[src/rtl/condicionador_botoes.sv]
// Pushbutton conditioner: 2-FF sync, press/release debounce, one accepted button at a time.
// Define REJEITA_MULTIPLOS_EN to reject multi-button presses instead of resolving to the lowest index.
module condicionador_botoes #(
  parameter int N_BOTOES        = 4,
  parameter int DEBOUNCE_CICLOS = 50000
) (
  input  logic                        clock,
  input  logic                        reset,
  input  logic [N_BOTOES-1:0]         botoes_raw,
  input  logic                        habilita,
  output logic [N_BOTOES-1:0]         botoes,
  output logic                        jogada_pulso,
  output logic [$clog2(N_BOTOES)-1:0] jogada_codigo,
  output logic                        multiplo,
  output logic [3:0]                  db_estado
);

  localparam int CNT_W = $clog2(DEBOUNCE_CICLOS + 1);
  localparam int COD_W = $clog2(N_BOTOES);
  localparam logic [CNT_W-1:0] CNT_FIM = CNT_W'(DEBOUNCE_CICLOS - 1);

  typedef enum logic [3:0] {
    OCIOSO      = 4'd0,
    FILTRANDO   = 4'd1,
    PRESSIONADO = 4'd2,
    SOLTANDO    = 4'd3,
    REJEITADO   = 4'd4
  } estado_t;

  estado_t             r_estado, w_prox_estado;
  logic [N_BOTOES-1:0] r_sinc1, r_sinc;
  logic [N_BOTOES-1:0] r_cand, w_prox_cand;
  logic [N_BOTOES-1:0] r_botoes, w_prox_botoes;
  logic [N_BOTOES-1:0] w_resolvido;
  logic [CNT_W-1:0]    r_cnt, w_prox_cnt, w_cnt_inc;
  logic [COD_W-1:0]    r_codigo, w_prox_codigo, w_indice;
  logic                r_pulso, w_prox_pulso;
  logic                r_multiplo, w_prox_multiplo;
`ifdef REJEITA_MULTIPLOS_EN
  logic                w_multiplos;
  assign w_multiplos = (r_cand & (r_cand - N_BOTOES'(1))) != '0;
`endif

  // Raw levels are asynchronous to clock; two flops before anything looks at them.
  always_ff @(posedge clock or negedge reset) begin
    if (!reset) begin
      r_sinc1 <= '0;
      r_sinc  <= '0;
    end else begin
      r_sinc1 <= botoes_raw;
      r_sinc  <= r_sinc1;
    end
  end

  assign w_cnt_inc   = (r_cnt == {CNT_W{1'b1}}) ? r_cnt : r_cnt + CNT_W'(1);
  assign w_resolvido = r_cand & (~r_cand + N_BOTOES'(1));

  always_comb begin
    w_indice = '0;
    for (int i = N_BOTOES - 1; i >= 0; i--) begin
      if (r_cand[i]) w_indice = COD_W'(i);
    end
  end

  always_ff @(posedge clock or negedge reset) begin
    if (!reset) begin
      r_estado   <= OCIOSO;
      r_cand     <= '0;
      r_cnt      <= '0;
      r_botoes   <= '0;
      r_codigo   <= '0;
      r_pulso    <= 1'b0;
      r_multiplo <= 1'b0;
    end else begin
      r_estado   <= w_prox_estado;
      r_cand     <= w_prox_cand;
      r_cnt      <= w_prox_cnt;
      r_botoes   <= w_prox_botoes;
      r_codigo   <= w_prox_codigo;
      r_pulso    <= w_prox_pulso;
      r_multiplo <= w_prox_multiplo;
    end
  end

  always_comb begin
    w_prox_estado   = r_estado;
    w_prox_cand     = r_cand;
    w_prox_cnt      = r_cnt;
    w_prox_botoes   = r_botoes;
    w_prox_codigo   = r_codigo;
    w_prox_pulso    = 1'b0;
    w_prox_multiplo = r_multiplo;
    case (r_estado)
      OCIOSO: begin
        if (r_sinc != '0 && habilita) begin
          w_prox_cand   = r_sinc;
          w_prox_cnt    = '0;
          w_prox_estado = FILTRANDO;
        end
      end
      FILTRANDO: begin
        if (!habilita || r_sinc == '0) begin
          w_prox_estado = OCIOSO;
        end else if (r_sinc != r_cand) begin
          w_prox_cand = r_sinc;
          w_prox_cnt  = '0;
        end else if (r_cnt == CNT_FIM) begin
`ifdef REJEITA_MULTIPLOS_EN
          if (w_multiplos) begin
            w_prox_multiplo = 1'b1;
            w_prox_cnt      = '0;
            w_prox_estado   = REJEITADO;
          end else
`endif
          begin
            w_prox_botoes = w_resolvido;
            w_prox_codigo = w_indice;
            w_prox_pulso  = 1'b1;
            w_prox_estado = PRESSIONADO;
          end
        end else begin
          w_prox_cnt = w_cnt_inc;
        end
      end
      PRESSIONADO: begin
        if (r_sinc == '0) begin
          w_prox_cnt    = '0;
          w_prox_estado = SOLTANDO;
        end
      end
      // Release must be stable too; a bounce back to pressed never re-pulses.
      SOLTANDO: begin
        if (r_sinc != '0) begin
          w_prox_estado = PRESSIONADO;
        end else if (r_cnt == CNT_FIM) begin
          w_prox_botoes = '0;
          w_prox_estado = OCIOSO;
        end else begin
          w_prox_cnt = w_cnt_inc;
        end
      end
`ifdef REJEITA_MULTIPLOS_EN
      REJEITADO: begin
        if (r_sinc != '0) begin
          w_prox_cnt = '0;
        end else if (r_cnt == CNT_FIM) begin
          w_prox_multiplo = 1'b0;
          w_prox_estado   = OCIOSO;
        end else begin
          w_prox_cnt = w_cnt_inc;
        end
      end
`endif
      default: w_prox_estado = OCIOSO;
    endcase
  end

  assign botoes        = r_botoes;
  assign jogada_pulso  = r_pulso;
  assign jogada_codigo = r_codigo;
  assign multiplo      = r_multiplo;
  assign db_estado     = r_estado;

endmodule
[config.mk]
export PLATFORM = sky130hd
export DESIGN_NAME = condicionador_botoes
export DESIGN_NICKNAME = d
export VERILOG_FILES = /design/src/rtl/condicionador_botoes.sv
export SDC_FILE = /design/constraint.sdc
export NUM_CORES = 1
export LEC_CHECK = 0
export ABC_CLOCK_PERIOD_IN_PS = 3500
export BUFFER_PORTS_ARGS = -buffer_cell sky130_fd_sc_hd__buf_2
export CAP_MARGIN = 25
export CORE_ASPECT_RATIO = 0.75
export CORE_UTILIZATION = 40
export DETAILED_ROUTE_END_ITERATION = 12
export PLACE_DENSITY = 0.64
export SETUP_SLACK_MARGIN = 0.15
export SLEW_MARGIN = 5
export SYNTH_ARGS = -nofsm -noshare
export SYNTH_HDL_FRONTEND = slang
export SYNTH_SLANG_ARGS = --single-unit
[constraint.sdc]
create_clock -name clock -period 3.5 [get_ports clock]
set_input_delay 0 -clock clock [delete_from_list [all_inputs] [get_ports clock]]
set_output_delay 0 -clock clock [all_outputs]
set_load 0.01 [all_outputs]
==> results of run 1 <==
-- path summary, 6_finish.rpt --
kind / endpoint / start / cells after the start / slack [ps]
max in group asynchronous: botoes[1]$_DFFE_PN0P_ / reset / 2 / 2640
max reg2reg: r_cnt[10]$_DFFE_PN0P_ / r_sinc[0]$_DFF_PN0_ / 6 / 1000
min reg2reg: r_sinc[2]$_DFF_PN0_ / r_sinc1[2]$_DFF_PN0_ / 0 / 350
min in group asynchronous: r_cnt[9]$_DFFE_PN0P_ / reset / 2 / 330
max: r_cnt[10]$_DFFE_PN0P_ / r_sinc[0]$_DFF_PN0_ / 6 / 1000
min: jogada_pulso$_DFF_PN0_ / habilita / 3 / 100
-- cell families after synthesis --
family	count (synthesis)
xor+xnor	4
flops	37
buf+inv	13
mux	9
simple gates	67
fa+ha+maj	5
compound gates	57
other cells	1
-- worst reg2reg max path: cells and delay by family (launching register included) --
kind | cells | cell delay, ps
compound gates | 3 | 860
flops | 1 | 410
simple gates | 3 | 1100
-- final cells by class --
| type | instances | area (um^2) |
|---|---|---|
| Clock buffer | 6 | 82.58 |
| Clock inverter | 2 | 37.54 |
| Fill cell | 414 | 2342 |
| Inverter | 6 | 22.52 |
| Multi-Input combinational cell | 145 | 938.4 |
| Sequential cell | 37 | 925.9 |
| Tap cell | 57 | 71.32 |
| Timing Repair Buffer | 20 | 125.1 |
-- state kept, by name (all words and copies together), names as in the netlist --
signal,flops
r_cnt,16
botoes,4
r_cand,4
r_sinc1,4
r_sinc,4
db_estado,2
jogada_codigo,2
jogada_pulso,1
-- metrics by stage --
stage,cells,power [mW]
global route,273,1.502
CTS,273,1.418
detailed placement,260,1.024
finish,273,1.406
global placement,260,1.027
floorplan,195,0.9128
-- cells in the mapped netlist (2+ instances only) --
cell / n
sky130_fd_sc_hd__dfrtp_1: 37
sky130_fd_sc_hd__nand2_1: 19
sky130_fd_sc_hd__o21ai_0: 16
sky130_fd_sc_hd__nor2_1: 13
sky130_fd_sc_hd__a21oi_1: 9
sky130_fd_sc_hd__nand3_1: 8
sky130_fd_sc_hd__inv_1: 6
sky130_fd_sc_hd__a31oi_1: 5
sky130_fd_sc_hd__and3_1: 5
sky130_fd_sc_hd__ha_1: 5
sky130_fd_sc_hd__nor3_1: 5
sky130_fd_sc_hd__a41oi_1: 4
sky130_fd_sc_hd__mux2_2: 4
sky130_fd_sc_hd__o31ai_1: 4
sky130_fd_sc_hd__xor2_1: 4
sky130_fd_sc_hd__buf_4: 3
sky130_fd_sc_hd__clkbuf_1: 3
sky130_fd_sc_hd__mux2_1: 3
sky130_fd_sc_hd__nand2b_1: 3
sky130_fd_sc_hd__nand4_1: 3
sky130_fd_sc_hd__o21ai_1: 3
sky130_fd_sc_hd__o41ai_1: 3
sky130_fd_sc_hd__a211oi_1: 2
sky130_fd_sc_hd__a2bb2oi_1: 2
sky130_fd_sc_hd__mux2i_1: 2
sky130_fd_sc_hd__nor4_1: 2
sky130_fd_sc_hd__o22a_1: 2
sky130_fd_sc_hd__or4_1: 2
-- power by group --
part | switching [mW] | total (mW) | internal, mW
clock | 0.153 | 0.385 | 0.232
combinational | 0.299 | 0.483 | 0.184
sequential | 0.0604 | 0.538 | 0.477
-- routing by layer --
metal / GRT usage, % / wire [um] / part of all wire, %
met1: 26.91 / 2096 / 56
met2: 22.31 / 1419 / 38
met3: 4.818 / 195 / 5.2
met4: 6.767 / 65 / 1.7
met5: 0 / 0 / 0
-- repair_timing --
action	4_1_cts	5_1_grt
hold buffers	5	0
endpoints found under the hold margin	41	0
gates resized for setup	0	0
==> results.md, run 1 <==
Clocking
- 5 — total clock buffers created by CTS
- 2 — deepest level of the CTS H-tree
- sky130_fd_sc_hd__clkbuf_8 — Root Driver
- 290 ps — Clock Latency Late Sink
- 37 — total clock sinks
- 0 — count of buffers added by post-CTS timing repair for setup
- 2 — Max clock buf depth
- 80 ps — post-CTS clock slew at the launch and capture registers of the worst setup and hold paths
- built — TritonCTS clock tree

Routing
- 4 — length of the first detailed-routing pass in iterations
- 0 — Post-DRT Antenna Nets
- 0 — number of remaining DRC errors
- 3776 um — sum of routed wire length over all layers
- 13.83 um — Avg WL per Cell
- 5.634 — number of vias per cell after detailed routing
- 1538 — routed via count
- 170 — violation count after the first detailed-route iteration

Cells and area
- 48.47% — final core utilization
- 14.87% — Layout area overhead
- 0 — number of antenna repair diodes
- 14.35% — fraction of layout instances using a drive strength above 1
- sky130_fd_sc_hd__dfrtp_1 (37), sky130_fd_sc_hd__nand2_1 (19), sky130_fd_sc_hd__o21ai_0 (16) — commonest non-fill, non-tap cells in the layout
- sky130_fd_sc_hd__dfrtp_1 — most frequent standard cell in the layout excluding fill and tap cells
- 227 — net total in the final layout
- 2203 um^2 — cell area after layout

Timing
- 400.5 MHz — Peak Freq
- 101.3 ps — worst slack on hold paths
- 71.33% — final worst-path cycle share
- 998.6 ps — worst slew pin tran
- 33.43% — worst slew slack as a fraction of its limit
- false — unrepaired setup endpoints after global routing
- 0 — final-report hold violation count
- 0 — number of setup violations in the final report
- 1003 ps — PnR worst setup slack
- 13.26 ps — worst setup skew after layout
- 0 ps — setup_tns
- 0 — count of pins over their slew limit
- 2497 ps — clock period minus final worst setup slack

Global routing
- 0 — global route total overflow
- 1314 — via count of the first global-routing pass
- 38 — largest net degree at the start of global routing
- 17.37% — Total Routing Usage GR
- 6444 um — global-route wire length before repair
- 0 — number of antenna violations at the first check in global routing

Synth
- 19.83% — area fraction in compound gates after synthesis
- sky130_fd_sc_hd__dfrtp_1 — Most used DFF post-synth
- sky130_fd_sc_hd__dfrtp_1 (48%), sky130_fd_sc_hd__o21ai_0 (4.2%), sky130_fd_sc_hd__nand2_1 (3.7%), sky130_fd_sc_hd__ha_1 (3.3%), sky130_fd_sc_hd__nor2_1 (2.5%) — cells taking the most area after synthesis
- 193 — cell count after synthesis
- 9.938 um^2 — Avg Synthesized Cell Area
- 1918 um^2 — post-synthesis instance area
- 48.27% — portion of synthesized cell area occupied by the leading cell type
- 44 — unique cell type count in the Yosys netlist
- 48.27% — sequential-to-total area share from yosys stat
- 1.826% — parity-gate share of the synthesized area counting xor and xnor cells
- 0 — Post-synth EDFFs
- sky130_fd_sc_hd__dfrtp_1 — biggest area consumer among synthesized cells
- 5.153% — proportion of synthesized area in mux cells
- 100.0% — share of flip-flops with an asynchronous set or reset
- 0 — number of synthesis warnings
- compound AO/OA/AOI/OAI gates — main combinational cell family by area after synthesis
- 18.26% — synthesized-area fraction occupied by and/or/nand/nor cells
- 3.262% — adder-cell area share of the yosys netlist
- 37 — flops & latches, synth

Pwr
- 0.0002667 V — worst vdd rail ir drop
- 0.9517 nW — Static Leak
- 638.0 nW/um^2 — Power Dens Cells

Floorplanning
- 19 — I/O pin count
- 4546 um^2 — Placeable Area
- 61.97 um — DIE HEIGHT
- 81.96 um — die outline width
- 21 — number of rows created at floorplan
- 5079 um^2 — area of the die
- 42.20% — starting density of the core

Critical path
- sky130_fd_sc_hd__or4_1 — standard cell with the maximum stage delay on the critical path
- flop to flop — worst setup path class
- 14 — critical path fanouts, max
- 3680 ps — Critical Path RT
- flop — Worst setup SP type
- simple AND/OR/NAND/NOR gates — family with the most delay on the worst path
- or4_1 -> and2_1 -> o22ai_2 -> nor2_1 -> a41oi_1 -> o21ai_0 — cells traversed along the worst timing path
- 0 — buffers and inverters on the worst path
- 2670 ps — data arrival time of the critical path
- 630 ps — Crit path largest cell delay
- flop — nature of the critical path endpoint

Placed design
- 15 — buffers added on ports
- 0.8398 — Routability Congestion
- 2033 um^2 — placement-stage cell area
- 998.3 ps — post-placement setup slack
- 2698 um — post-DP HPWL

Worst hold path
- input pin to flop — path type of the worst min-delay path

Run
- 0 — max-capacitance violation count

Outcome
- finished clean — status

No activity file was read; power rests on OpenSTA's default activity.
==> run 2: changes to the inputs <==
ABC_CLOCK_PERIOD_IN_PS = 2600   (was 3500)
clock period = 2.6 ns   (was 3.5 ns; I/O delays follow)
==> run 2 against run 1 <==
Utilization up 0.25 points. Non-clock buffer count is 5 higher. Sequential share of layout area fell by 0.21 points. Flip-flop and latch count is the same. Global-route usage increased by 2.1 points. Clock power increased by 14%.
==> results.md, run 2 (synthesis gave the netlist of run 1 again) <==
Outcome
- finished clean — status

Clocking
- 80 ps — post-CTS clock slew at the launch and capture registers of the worst setup and hold paths
- built — TritonCTS clock tree
- 300 ps — Clock Latency Late Sink
- 5 — Post-CTS Hold Buffers
- 0 — count of buffers added by post-CTS timing repair for setup
- 5 — total clock buffers created by CTS
- 2 — Max clock buf depth
- 0 — Resized Gates After CTS
- sky130_fd_sc_hd__clkbuf_8 — Root Driver
- 37 — total clock sinks
- 2 — deepest level of the CTS H-tree

Pwr
- 0.7535 mW — switching power of the nets
- 1.116 mW — Internal
- 40.30% — Net Sw Frac
- 0.9646 nW — Static Leak
- 0.0004680 V — worst vdd rail ir drop
- 38.6% — sequential fraction of design power
- 37.9% — combinational fraction of design power
- 844.3 nW/um^2 — Power Dens Cells
- 23.5% — part of the total power dissipated in the clock network
- 1.870 mW — total power after layout

Run
- 0 — max-capacitance violation count

Critical path
- flop to flop — worst setup path class
- 2790 ps — Critical Path RT
- 390 ps — Worst R2R Setup Slack
- 2400 ps — data arrival time of the critical path
- r_cand[0]$_DFFE_PN0P_ — critical path launch point
- flop — nature of the critical path endpoint
- flop — Worst setup SP type
- 7 — critical path fanouts, max
- r_cand[0]$_DFFE_PN0P_ — Reg2Reg Launch Point

Cells and area
- sky130_fd_sc_hd__dfrtp_1 (37), sky130_fd_sc_hd__nand2_1 (19), sky130_fd_sc_hd__o21ai_0 (16) — commonest non-fill, non-tap cells in the layout
- 16.29% — fraction of layout instances using a drive strength above 1
- 16 — flip-flop count of the largest register, all copies and words added
- r_cnt — largest register by flop count
- 15.46% — Layout area overhead
- 0 — number of antenna repair diodes
- 232 — net total in the final layout
- sky130_fd_sc_hd__dfrtp_1 — most frequent standard cell in the layout excluding fill and tap cells
- 48.72% — final core utilization
- 2215 um^2 — cell area after layout

Floorplanning
- 19 — I/O pin count
- 61.97 um — DIE HEIGHT
- 4546 um^2 — Placeable Area
- 81.96 um — die outline width
- 42.20% — starting density of the core
- 21 — number of rows created at floorplan
- 5079 um^2 — area of the die

Global routing
- 7113 um — global-route wire length before repair
- 38 — largest net degree at the start of global routing
- 5.839% — met3 Use GR
- 0 — number of antenna violations at the first check in global routing
- 0 — global route total overflow
- met1 — global-route layer with the greatest usage
- 25.27% — GR Util met2
- 29.83% — met1 usage
- 19.51% — Total Routing Usage GR
- 1428 — via count of the first global-routing pass

Timing
- 0 — count of pins over their slew limit
- 4.715 ps — worst setup skew after layout
- 2210 ps — clock period minus final worst setup slack
- false — unrepaired setup endpoints after global routing
- 0 — number of setup violations in the final report
- 0 — final-report hold violation count
- 452.5 MHz — Peak Freq
- 0 ps — setup_tns
- 45.84% — worst slew slack as a fraction of its limit
- 812.5 ps — worst slew pin tran
- 85.01% — final worst-path cycle share

Placed design
- 15 — buffers added on ports
- 2849 um — post-DP HPWL
- 2071 um^2 — placement-stage cell area
- 0.8665 — Routability Congestion

Routing
- 14.94 um — Avg WL per Cell
- 5.665 — number of vias per cell after detailed routing
- 1575 — routed via count
- 0 — number of remaining DRC errors
- 4153 um — sum of routed wire length over all layers
- 5 — length of the first detailed-routing pass in iterations
- 127 — violation count after the first detailed-route iteration
- 0 — Post-DRT Antenna Nets

Worst hold path
- habilita — hold_sp
- input pin to flop — path type of the worst min-delay path

run 2: path summary, 6_finish.rpt:
| path | end | cells past startpoint |
|---|---|---|
| min in group asynchronous | db_estado[1]$_DFFE_PN0P_ | 2 |
| min reg2reg | r_sinc[0]$_DFF_PN0_ | 0 |
| max | botoes[1]$_DFFE_PN0P_ | 6 |
| max in group asynchronous | r_cnt[9]$_DFFE_PN0P_ | 2 |
| min | jogada_pulso$_DFF_PN0_ | 3 |
| max reg2reg | botoes[1]$_DFFE_PN0P_ | 6 |
run 2: worst max-delay path: stages, from the launching register on:
cell,delay [ps]
sky130_fd_sc_hd__dfrtp_1,450
sky130_fd_sc_hd__xor2_1,170
sky130_fd_sc_hd__nor4_2,430
sky130_fd_sc_hd__nand2_1,130
sky130_fd_sc_hd__o32a_1,330
sky130_fd_sc_hd__nor2_1,220
sky130_fd_sc_hd__mux2_1,360
run 2: layout make-up:
cell class	instances	area, um^2
fill	417	2331
multi-input combinational	145	938.4
sequential	37	925.9
timing repair buffer	25	162.7
tap	57	71.32
clock buffer	5	68.82
clock inverter	3	25.02
inverter	6	22.52
run 2: metrics by stage:
step	hold slack, ps	cells	worst slack, ps
after global placement	109.6	265	462.7
after detailed placement	109.7	265	426.1
after CTS	72.47	278	410.9
after global routing	97.76	278	213.7
after floorplan	-295.6	195	508.1
final	81.61	278	389.8
run 2: routing by layer:
metal  part of all wire (%)  up-vias  routed length (um)
met1                     53      743                2199
met5                      0        -                   0
met3                    6.7        6                 278
met2                     39       55                1609
met4                    1.6        0                  65
li1                       -      771                   -
run 2: power groups by stage:
stage / registers, mW / logic (mW) / clock network (mW)
2_1_floorplan: 0.715 / 0.513 / 0
3_3_place_gp: 0.730 / 0.700 / 0
3_5_place_dp: 0.734 / 0.695 / 0
4_1_cts: 0.722 / 0.704 / 0.449
5_1_grt: 0.735 / 0.794 / 0.483
6_report: 0.722 / 0.708 / 0.440
